<file path="src/rtl/multicycle_ctrl.sv">
// rtl/multicycle_ctrl.sv - multicycle RV32I control state machine
//
// Sequences the shared datapath (one memory port, one ALU, IR, PC) over
// several cycles per instruction, using the latched opcode and ALU Zero.
// ALUOp and ImmSrc use the single-cycle encodings, so the ALU decoder
// attaches unchanged.
//
// Optional feature: MCTRL_MEM_WAIT_EN - when defined, FETCH, MEMREAD and
// MEMWRITE stall until mem_ready; when undefined, mem_ready is ignored.
//
// Ports:
//   clk        in  1  core clock, rising edge
//   reset_n    in  1  synchronous active-low reset
//   op         in  7  opcode field of the instruction register
//   Zero       in  1  ALU zero flag
//   mem_ready  in  1  memory access complete (wait-state build only)
//   PCWrite    out 1  PC enable
//   AdrSrc     out 1  memory address select (0 PC, 1 Result)
//   MemWrite   out 1  memory write enable
//   IRWrite    out 1  IR / OldPC enable
//   ResultSrc  out 2  00 ALUOut, 01 Data, 10 ALUResult
//   ALUSrcA    out 2  00 PC, 01 OldPC, 10 register A
//   ALUSrcB    out 2  00 WriteData, 01 ImmExt, 10 constant 4
//   ALUOp      out 2  00 add, 01 subtract, 10 funct-decoded
//   RegWrite   out 1  register file write enable
//   ImmSrc     out 2  immediate format
//   Illegal    out 1  unsupported opcode trapped
//   state      out 4  current state (debug)

module multicycle_ctrl (
   input  logic       clk,
   input  logic       reset_n,
   input  logic [6:0] op,
   input  logic       Zero,
   input  logic       mem_ready,
   output logic       PCWrite,
   output logic       AdrSrc,
   output logic       MemWrite,
   output logic       IRWrite,
   output logic [1:0] ResultSrc,
   output logic [1:0] ALUSrcA,
   output logic [1:0] ALUSrcB,
   output logic [1:0] ALUOp,
   output logic       RegWrite,
   output logic [1:0] ImmSrc,
   output logic       Illegal,
   output logic [3:0] state
);

   localparam logic [6:0] OP_LW   = 7'b0000011;
   localparam logic [6:0] OP_SW   = 7'b0100011;
   localparam logic [6:0] OP_R    = 7'b0110011;
   localparam logic [6:0] OP_I    = 7'b0010011;
   localparam logic [6:0] OP_JAL  = 7'b1101111;
   localparam logic [6:0] OP_BEQ  = 7'b1100011;

   typedef enum logic [3:0] {
      S_FETCH    = 4'd0,
      S_DECODE   = 4'd1,
      S_MEMADR   = 4'd2,
      S_MEMREAD  = 4'd3,
      S_MEMWB    = 4'd4,
      S_MEMWRITE = 4'd5,
      S_EXECR    = 4'd6,
      S_EXECI    = 4'd7,
      S_ALUWB    = 4'd8,
      S_JAL      = 4'd9,
      S_BEQ      = 4'd10,
      S_TRAP     = 4'd11
   } state_t;

   state_t state_q, state_d;
   state_t out_state;
   logic   ready;
   logic   pc_update;
   logic   branch;
   logic   reg_write_raw;
   logic   mem_write_raw;
   logic   ir_write_raw;

`ifdef MCTRL_MEM_WAIT_EN
   assign ready = mem_ready;
`else
   logic unused_mem_ready;
   assign unused_mem_ready = mem_ready;
   assign ready = 1'b1;
`endif

   always_ff @(posedge clk) begin
      if (!reset_n) begin
         state_q <= S_FETCH;
      end else begin
         state_q <= state_d;
      end
   end

   always_comb begin
      state_d = S_FETCH;
      case (state_q)
         S_FETCH:    state_d = ready ? S_DECODE : S_FETCH;
         S_DECODE: begin
            case (op)
               OP_LW, OP_SW: state_d = S_MEMADR;
               OP_R:         state_d = S_EXECR;
               OP_I:         state_d = S_EXECI;
               OP_JAL:       state_d = S_JAL;
               OP_BEQ:       state_d = S_BEQ;
               default:      state_d = S_TRAP;
            endcase
         end
         S_MEMADR:   state_d = (op == OP_LW) ? S_MEMREAD : S_MEMWRITE;
         S_MEMREAD:  state_d = ready ? S_MEMWB : S_MEMREAD;
         S_MEMWB:    state_d = S_FETCH;
         S_MEMWRITE: state_d = ready ? S_FETCH : S_MEMWRITE;
         S_EXECR:    state_d = S_ALUWB;
         S_EXECI:    state_d = S_ALUWB;
         S_ALUWB:    state_d = S_FETCH;
         S_JAL:      state_d = S_ALUWB;
         S_BEQ:      state_d = S_FETCH;
         S_TRAP:     state_d = S_TRAP;
         default:    state_d = S_FETCH;
      endcase
   end

   // While reset is held the outputs decode as FETCH regardless of the
   // register contents, and all write enables are masked below, so a
   // stuck TRAP or half-done instruction cannot disturb the datapath.
   assign out_state = reset_n ? state_q : S_FETCH;

   always_comb begin
      pc_update     = 1'b0;
      branch        = 1'b0;
      ir_write_raw  = 1'b0;
      mem_write_raw = 1'b0;
      reg_write_raw = 1'b0;
      AdrSrc        = 1'b0;
      ResultSrc     = 2'b00;
      ALUSrcA       = 2'b00;
      ALUSrcB       = 2'b00;
      ALUOp         = 2'b00;
      Illegal       = 1'b0;
      case (out_state)
         S_FETCH: begin
            // IR and PC strobe only in the cycle the read completes.
            ir_write_raw = ready;
            pc_update    = ready;
            ALUSrcB      = 2'b10;
            ResultSrc    = 2'b10;
         end
         S_DECODE: begin
            ALUSrcA = 2'b01;
            ALUSrcB = 2'b01;
         end
         S_MEMADR: begin
            ALUSrcA = 2'b10;
            ALUSrcB = 2'b01;
         end
         S_MEMREAD: begin
            AdrSrc = 1'b1;
         end
         S_MEMWB: begin
            ResultSrc     = 2'b01;
            reg_write_raw = 1'b1;
         end
         S_MEMWRITE: begin
            AdrSrc        = 1'b1;
            mem_write_raw = 1'b1;
         end
         S_EXECR: begin
            ALUSrcA = 2'b10;
            ALUOp   = 2'b10;
         end
         S_EXECI: begin
            ALUSrcA = 2'b10;
            ALUSrcB = 2'b01;
            ALUOp   = 2'b10;
         end
         S_ALUWB: begin
            reg_write_raw = 1'b1;
         end
         S_JAL: begin
            ALUSrcA   = 2'b01;
            ALUSrcB   = 2'b10;
            pc_update = 1'b1;
         end
         S_BEQ: begin
            ALUSrcA = 2'b10;
            ALUOp   = 2'b01;
            branch  = 1'b1;
         end
         S_TRAP: begin
            Illegal = 1'b1;
         end
         default: begin
         end
      endcase
   end

   assign PCWrite  = reset_n & (pc_update | (branch & Zero));
   assign IRWrite  = reset_n & ir_write_raw;
   assign MemWrite = reset_n & mem_write_raw;
   assign RegWrite = reset_n & reg_write_raw;
   assign state    = state_q;

   always_comb begin
      ImmSrc = 2'b00;
      case (op)
         OP_LW, OP_I: ImmSrc = 2'b00;
         OP_SW:       ImmSrc = 2'b01;
         OP_BEQ:      ImmSrc = 2'b10;
         OP_JAL:      ImmSrc = 2'b11;
         default:     ImmSrc = 2'b00;
      endcase
   end

endmodule

</file>
<file path="config.mk">
export PLATFORM = sky130hd
export DESIGN_NAME = multicycle_ctrl
export DESIGN_NICKNAME = d
export VERILOG_FILES = /design/src/rtl/multicycle_ctrl.sv
export SDC_FILE = /design/constraint.sdc
export NUM_CORES = 1
export LEC_CHECK = 0
export CAP_MARGIN = 10
export CORE_MARGIN = 8
export CORE_UTILIZATION = 30
export DETAILED_ROUTE_END_ITERATION = 6
export DONT_BUFFER_PORTS = 1
export PLACE_DENSITY_LB_ADDON = 0.08
export SKIP_CTS_REPAIR_TIMING = 1
export SLEW_MARGIN = 20
export SYNTH_ARGS = -nofsm -noshare
export SYNTH_HDL_FRONTEND = slang
export SYNTH_SLANG_ARGS = --single-unit
</file>
<file path="constraint.sdc">
create_clock -name clk -period 2.2 [get_ports clk]
set_input_delay 0.44 -clock clk [delete_from_list [all_inputs] [get_ports clk]]
set_output_delay 0.44 -clock clk [all_outputs]
set_load 0.03 [all_outputs]
</file>
==> metrics.csv, run 1 <==
stage,metric,value,unit
floorplan,effective utilization at floorplan,30.9,%
sta,sum of negative setup slack,0,ps
sta,headroom to the max-slew limit,65.5,%
clock_tree,maximum level of the CTS H-tree,1,
sta,setup repair after global routing missed its margin,no,
global_routing,vias in the first global route,586,
sta,# setup viols final,0,
power,maximum ir drop on the vdd rail,0.000196,V
route,via count of the routed design,585,
logic_synthesis,post-synthesis cell type count,32,
route,detailed router's first-iteration violation count,7,
setup_path,kind of capture point of the worst setup path,output pin,
layout,final cell count without fillers,107,
sta,minimum clock period,2000,ps
sta,Worst Skew,3.34,ps
min_path,Hold Crit Class,in2reg,
place,placed cells,104,
layout,number of fill cells,182,
setup_path,worst reg2reg startpoint,state[3]$_SDFF_PN0_,
layout,layout net count,103,
setup_path,worst endpoint data arrival time,1560,ps
sta,endpoints failing hold,0,
global_routing,Total Routing Usage GR,9.92,%
setup_path,critical path startpoint category,flop,
sta,number of pins with negative max-slew slack in the final report,0,
clock_tree,CTS Buf Count,3,
setup_path,peak per-stage delay on the critical path,640,ps
clock_tree,clk root buf,sky130_fd_sc_hd__clkbuf_4,
logic_synthesis,Post-Synth Simple-Gate Area,47.1,%
floorplan,die boundary width,57.5,um
power,Tot Pwr,397,uW
power,leak pwr,0.288,nW
logic_synthesis,syn nets,82,
global_routing,first-pass GRT wire length,2.62,mm
sta,worst setup slack after layout,197,ps
logic_synthesis,synthesized netlist cell count,71,
place,count of port buffers added during placement,0,
setup_path,critical-path cell with the highest stage delay,sky130_fd_sc_hd__dfxtp_1,
place,final weighted congestion of routability-driven global placement,0.734,
clock_tree,clock-pin slew reported for the worst setup and hold paths after clock tree synthesis,40,ps
min_path,launch instance of the worst min-delay path,reset_n,
clock_tree,latest clock arrival within the worst-skew pair,240,ps
clock_tree,clock tree from TritonCTS,yes,
logic_synthesis,Synth Area per Inst,7.26,um^2
floorplan,Placement Rows,15,
status,run status,finished clean,
layout,Util after Layout,42.6,%
setup_path,worst setup path class,reg2out,
clock_tree,Max Buffers Root-to-Sink,2,
route,number of iterations in the first detailed-routing pass,4,
layout,antenna diode instance count,0,
layout,"flip-flop count of the largest register, all copies and words added",4,
route,antenna-violating nets left,0,
place,post-placement setup slack,467,ps
route,drt wl/cell,14.7,um
route,count of unresolved DRC violations after routing,0,
global_routing,GRT Residual Overflow,0,
sta,share of the clock period used by the worst path,91.1,%
logic_synthesis,Syn Std Cell Area,515,um^2
job,# Max-Cap Violations,0,
sta,final-layout worst hold slack,356,ps
global_routing,maximum number of pins on one net before global-route repair,16,
floorplan,vertical extent of the die,57.5,um
power,power per cell area,557,nW/um^2
floorplan,Die Outline Area,3300,um^2
setup_path,CP Launch Point,state[0]$_SDFF_PN0_,
logic_synthesis,Yosys warning count,0,
layout,post-route cell area,712,um^2
logic_synthesis,Yosys reg bits,4,
logic_synthesis,fraction of the mapped netlist area in adder cells,0,%
logic_synthesis,share of cell area taken by muxes after synthesis,2.18,%
sta,transition time at the pin with the least slew margin,517,ps
sta,maximum clock rate,499,MHz
logic_synthesis,main combinational cell family by area after synthesis,simple AND/OR/NAND/NOR gates,
route,mean number of vias per cell,5.47,
place,Detailed Place HPWL,1.26,mm
global_routing,initial antenna violation count,0,
logic_synthesis,complex-gate fraction of the synthesized area,20.9,%
logic_synthesis,share of the yosys chip area belonging to registers,15.5,%
route,total wire length after detailed routing,1.58,mm
place,standard cell area after detailed placement,689,um^2
layout,fraction of layout instances using a drive strength above 1,35.6,%
setup_path,crit-path max FO,15,
setup_path,cells along the critical path,nor3b_1 > a21oi_1 > nor3_1 > buf_4,
floorplan,total I/O pin count,31,
floorplan,core outline area,1670,um^2
layout,layout overhead on the synthesized area,38.1,%
setup_path,"Req. time, crit path",1760,ps
logic_synthesis,xor/xnor cell area share of the yosys netlist,8.50,%
clock_tree,total clock sinks,4,
-- kinds of logic after synthesis --
| logic type | Yosys count |
|---|---|
| mux | 1 |
| compound gates | 15 |
| xor+xnor | 5 |
| buf+inv | 7 |
| flops | 4 |
| simple gates | 39 |
-- power breakdown --
group | switching [mW] | leakage [nW] | internal, mW
registers | 0.0250 | 0.0330 | 0.0807
clock network | 0.0346 | 0.0138 | 0.0613
logic | 0.114 | 0.241 | 0.0811
total | 0.173 | 0.288 | 0.223
-- placed cells by master, fill, tap and decap left out, drive strengths merged --
cell / instances
o41ai: 1
o311ai: 1
a211oi: 2
o31ai: 2
nor2: 5
mux2: 1
nor2b: 2
nand2b: 4
dfxtp: 4
a21oi: 2
and3: 1
inv: 1
or4b: 1
nand3: 1
o221a: 1
nor4: 1
clkbuf: 3
buf: 22
a31oi: 3
nor3b: 2
o21ai: 1
nor3: 8
xor2: 2
o21bai: 1
or3: 1
o211ai: 1
nand3b: 3
and4bb: 1
nand4bb: 1
xnor2: 3
nand2: 8
-- final timing paths --
check	to	slack, ps	cells after the start
setup / recovery	ALUSrcB[0]	200	4
hold / removal	state[3]$_SDFF_PN0_	360	2
setup reg to reg	state[1]$_SDFF_PN0_	640	4
hold reg to reg	state[1]$_SDFF_PN0_	640	2
-- routing by layer --
layer | global-route usage (%) | share of wire, % | vias to the layer above | wire length, um
met5 | 0 | 0 | - | 0
met4 | 5.36 | 0.95 | 0 | 15
met3 | 4.71 | 9.5 | 2 | 150
met2 | 16.2 | 49 | 21 | 775
met1 | 10.2 | 40 | 262 | 636
li1 | - | - | 300 | -
-- synth_stat cells --
library cell,count,area [um^2]
sky130_fd_sc_hd__nand4bb_4,1,27.5
sky130_fd_sc_hd__nor3b_1,2,15.0
sky130_fd_sc_hd__or4b_1,1,10.0
sky130_fd_sc_hd__nor3_2,1,10.0
sky130_fd_sc_hd__and3_1,1,6.26
sky130_fd_sc_hd__nand3b_1,3,22.5
sky130_fd_sc_hd__o311ai_0,1,8.76
sky130_fd_sc_hd__o211ai_1,1,7.51
sky130_fd_sc_hd__nand2_1,8,30.0
sky130_fd_sc_hd__nor3_1,7,35.0
sky130_fd_sc_hd__nand2b_1,4,25.0
sky130_fd_sc_hd__inv_1,1,3.75
sky130_fd_sc_hd__a21oi_1,2,10.0
sky130_fd_sc_hd__o21ai_0,1,5.00
sky130_fd_sc_hd__or3_1,1,6.26
sky130_fd_sc_hd__xnor2_1,3,26.3
sky130_fd_sc_hd__nor2b_1,2,12.5
sky130_fd_sc_hd__dfxtp_1,4,80.1
sky130_fd_sc_hd__a31oi_1,3,18.8
sky130_fd_sc_hd__nor2_1,5,18.8
sky130_fd_sc_hd__o21bai_1,1,7.51
sky130_fd_sc_hd__xor2_1,2,17.5
sky130_fd_sc_hd__clkbuf_1,3,11.3
sky130_fd_sc_hd__mux2_2,1,11.3
sky130_fd_sc_hd__a211oi_1,2,15.0
sky130_fd_sc_hd__and4bb_2,1,12.5
sky130_fd_sc_hd__nor4_1,1,6.26
sky130_fd_sc_hd__buf_2,3,15.0
sky130_fd_sc_hd__o31ai_1,2,15.0
sky130_fd_sc_hd__nand3_1,1,5.00
sky130_fd_sc_hd__o221a_2,1,11.3
sky130_fd_sc_hd__o41ai_1,1,8.76
-- worst max-delay path: cells and delay by family, from the launching register on --
kind | cells | cell delay (ps)
buffers and inverters | 1 | 190
AND/OR/NAND/NOR | 2 | 430
AO/OA/AOI/OAI | 1 | 70
flip-flops | 1 | 640
-- area by class of cell --
| class | count | area (um^2) | share of cell area, % |
|---|---|---|---|
| multi-input combinational | 60 | 419 | 58.9 |
| sequential | 4 | 80.1 | 11.2 |
| clock buffer | 3 | 22.5 | 3.16 |
| inverter | 1 | 3.75 | 0.527 |
| tap | 17 | 21.3 | 2.99 |
| timing repair buffer | 22 | 165 | 23.2 |
Note: power is estimated with default switching activity, not from simulation.
==> run 2: changes to the inputs <==
==> constraint.sdc (replaced) <==
create_clock -name clk -period 2.17 [get_ports clk]
set_input_delay 0.434 -clock clk [delete_from_list [all_inputs] [get_ports clk]]
set_output_delay 0.434 -clock clk [all_outputs]
set_load 0.005 [all_outputs]
==> metrics.csv, run 2 (synthesis gave the netlist of run 1 again) <==
stage,metric,value,unit
layout,fraction of layout instances using a drive strength above 1,13.0,%
layout,Storage cell area,80.1,um^2
floorplan,Placement Rows,15,
clock_tree,CTS Buf Count,3,
sta,headroom to the max-slew limit,58.0,%
layout,most common library cell in the layout ignoring fill and taps,sky130_fd_sc_hd__nand2_1,
floorplan,core outline area,1670,um^2
sta,number of pins with negative max-slew slack in the final report,0,
power,internal power,189,uW
sta,sum of negative setup slack,0,ps
floorplan,total I/O pin count,31,
clock_tree,clk root buf,sky130_fd_sc_hd__clkbuf_4,
setup_path,worst endpoint data arrival time,1470,ps
power,leak pwr,0.172,nW
power,share of total power consumed by net switching,37.0,%
sta,transition time at the pin with the least slew margin,629,ps
clock_tree,maximum level of the CTS H-tree,1,
layout,antenna diode instance count,0,
setup_path,kind of capture point of the worst setup path,output pin,
route,total wire length after detailed routing,1.49,mm
route,number of iterations in the first detailed-routing pass,3,
layout,"flip-flop count of the largest register, all copies and words added",4,
global_routing,first-pass GRT wire length,2.46,mm
global_routing,maximum number of pins on one net before global-route repair,19,
layout,number of fill cells,183,
clock_tree,total clock sinks,4,
clock_tree,clock-pin slew reported for the worst setup and hold paths after clock tree synthesis,40,ps
job,# Max-Cap Violations,0,
sta,maximum clock rate,525,MHz
floorplan,die boundary width,57.5,um
clock_tree,latest clock arrival within the worst-skew pair,230,ps
place,post-placement setup slack,487,ps
sta,endpoints failing hold,0,
layout,area of combinational cells with multiple inputs,405,um^2
layout,post-route cell area,541,um^2
place,Detailed Place HPWL,1.15,mm
clock_tree,Max Buffers Root-to-Sink,2,
power,Logic pwr share,29.6,%
floorplan,vertical extent of the die,57.5,um
global_routing,GRT Residual Overflow,0,
floorplan,Die Outline Area,3300,um^2
route,via count of the routed design,508,
power,maximum ir drop on the vdd rail,0.000194,V
power,sequential power share,39.3,%
power,power per cell area,556,nW/um^2
route,drt wl/cell,17.4,um
route,count of unresolved DRC violations after routing,0,
layout,layout overhead on the synthesized area,4.85,%
sta,share of the clock period used by the worst path,87.7,%
status,run status,finished clean,
sta,Worst Skew,0.269,ps
route,mean number of vias per cell,5.91,
power,switching power total,111,uW
power,share of power burned in the clock network,31.2,%
layout,"commonest cells after routing, fill and taps aside","8 x sky130_fd_sc_hd__nand2_1, 7 x sky130_fd_sc_hd__nor3_1, 5 x sky130_fd_sc_hd__nor2_1",
floorplan,effective utilization at floorplan,30.9,%
global_routing,vias in the first global route,512,
global_routing,Total Routing Usage GR,9.19,%
route,detailed router's first-iteration violation count,10,
place,standard cell area after detailed placement,518,um^2
layout,Util after Layout,32.4,%
place,final weighted congestion of routability-driven global placement,0.711,
place,count of port buffers added during placement,0,
sta,setup repair after global routing missed its margin,no,
sta,worst setup slack after layout,266,ps
route,antenna-violating nets left,0,
sta,# setup viols final,0,
setup_path,"Req. time, crit path",1740,ps
global_routing,initial antenna violation count,0,
min_path,Hold Crit Class,in2reg,
setup_path,crit-path max FO,15,
setup_path,worst setup path class,reg2out,
layout,layout net count,82,
clock_tree,clock tree from TritonCTS,yes,
setup_path,critical path startpoint category,flop,
sta,minimum clock period,1900,ps
## run 2: per-layer routing
layer  part of all wire, %  track usage (%)  vias up
li1                      -                -      260
met2                    49             15.6       17
met4                     0             3.21        0
met1                    41             9.45      231
met3                    10             4.71        0
met5                     0                0        -
## run 2: worst paths after layout
path / startpoint / endpoint / slack (ps) / depth (start not counted)
setup / recovery: state[0]$_SDFF_PN0_ / ALUSrcB[0] / 270 / 3
setup reg to reg: state[1]$_SDFF_PN0_ / state[1]$_SDFF_PN0_ / 590 / 3
hold / removal: reset_n / state[3]$_SDFF_PN0_ / 360 / 2
hold reg to reg: state[2]$_SDFF_PN0_ / state[3]$_SDFF_PN0_ / 730 / 2
## run 2: power groups by stage
stage | sequential (mW) | clock (mW) | combinational (mW)
after detailed placement | 0.120 | 0 | 0.0896
after CTS | 0.119 | 0.0975 | 0.0900
after floorplan | 0.0912 | 0 | 0.101
after global routing | 0.123 | 0.109 | 0.0978
after global placement | 0.120 | 0 | 0.0902
final | 0.118 | 0.0936 | 0.0888
## run 2: final cells by class
cell class	instances	area share [%]
multi-input combinational	60	75.0
sequential	4	14.8
inverter	1	0.694
timing repair buffer	1	1.39
tap	17	3.94
clock buffer	3	4.17
## run 2: critical path, stage by stage (launching register included)
cell and delay [ps]:
sky130_fd_sc_hd__dfxtp_1 640, sky130_fd_sc_hd__nor3b_1 300, sky130_fd_sc_hd__a21oi_1 70, sky130_fd_sc_hd__nor3_1 230
## run 2: through the flow
step	cells	power (mW)	hold slack, ps
floorplan	71	0.193	586
global placement	83	0.210	607
detailed placement	83	0.210	603
CTS	86	0.307	353
global route	86	0.330	345
finish	86	0.300	355
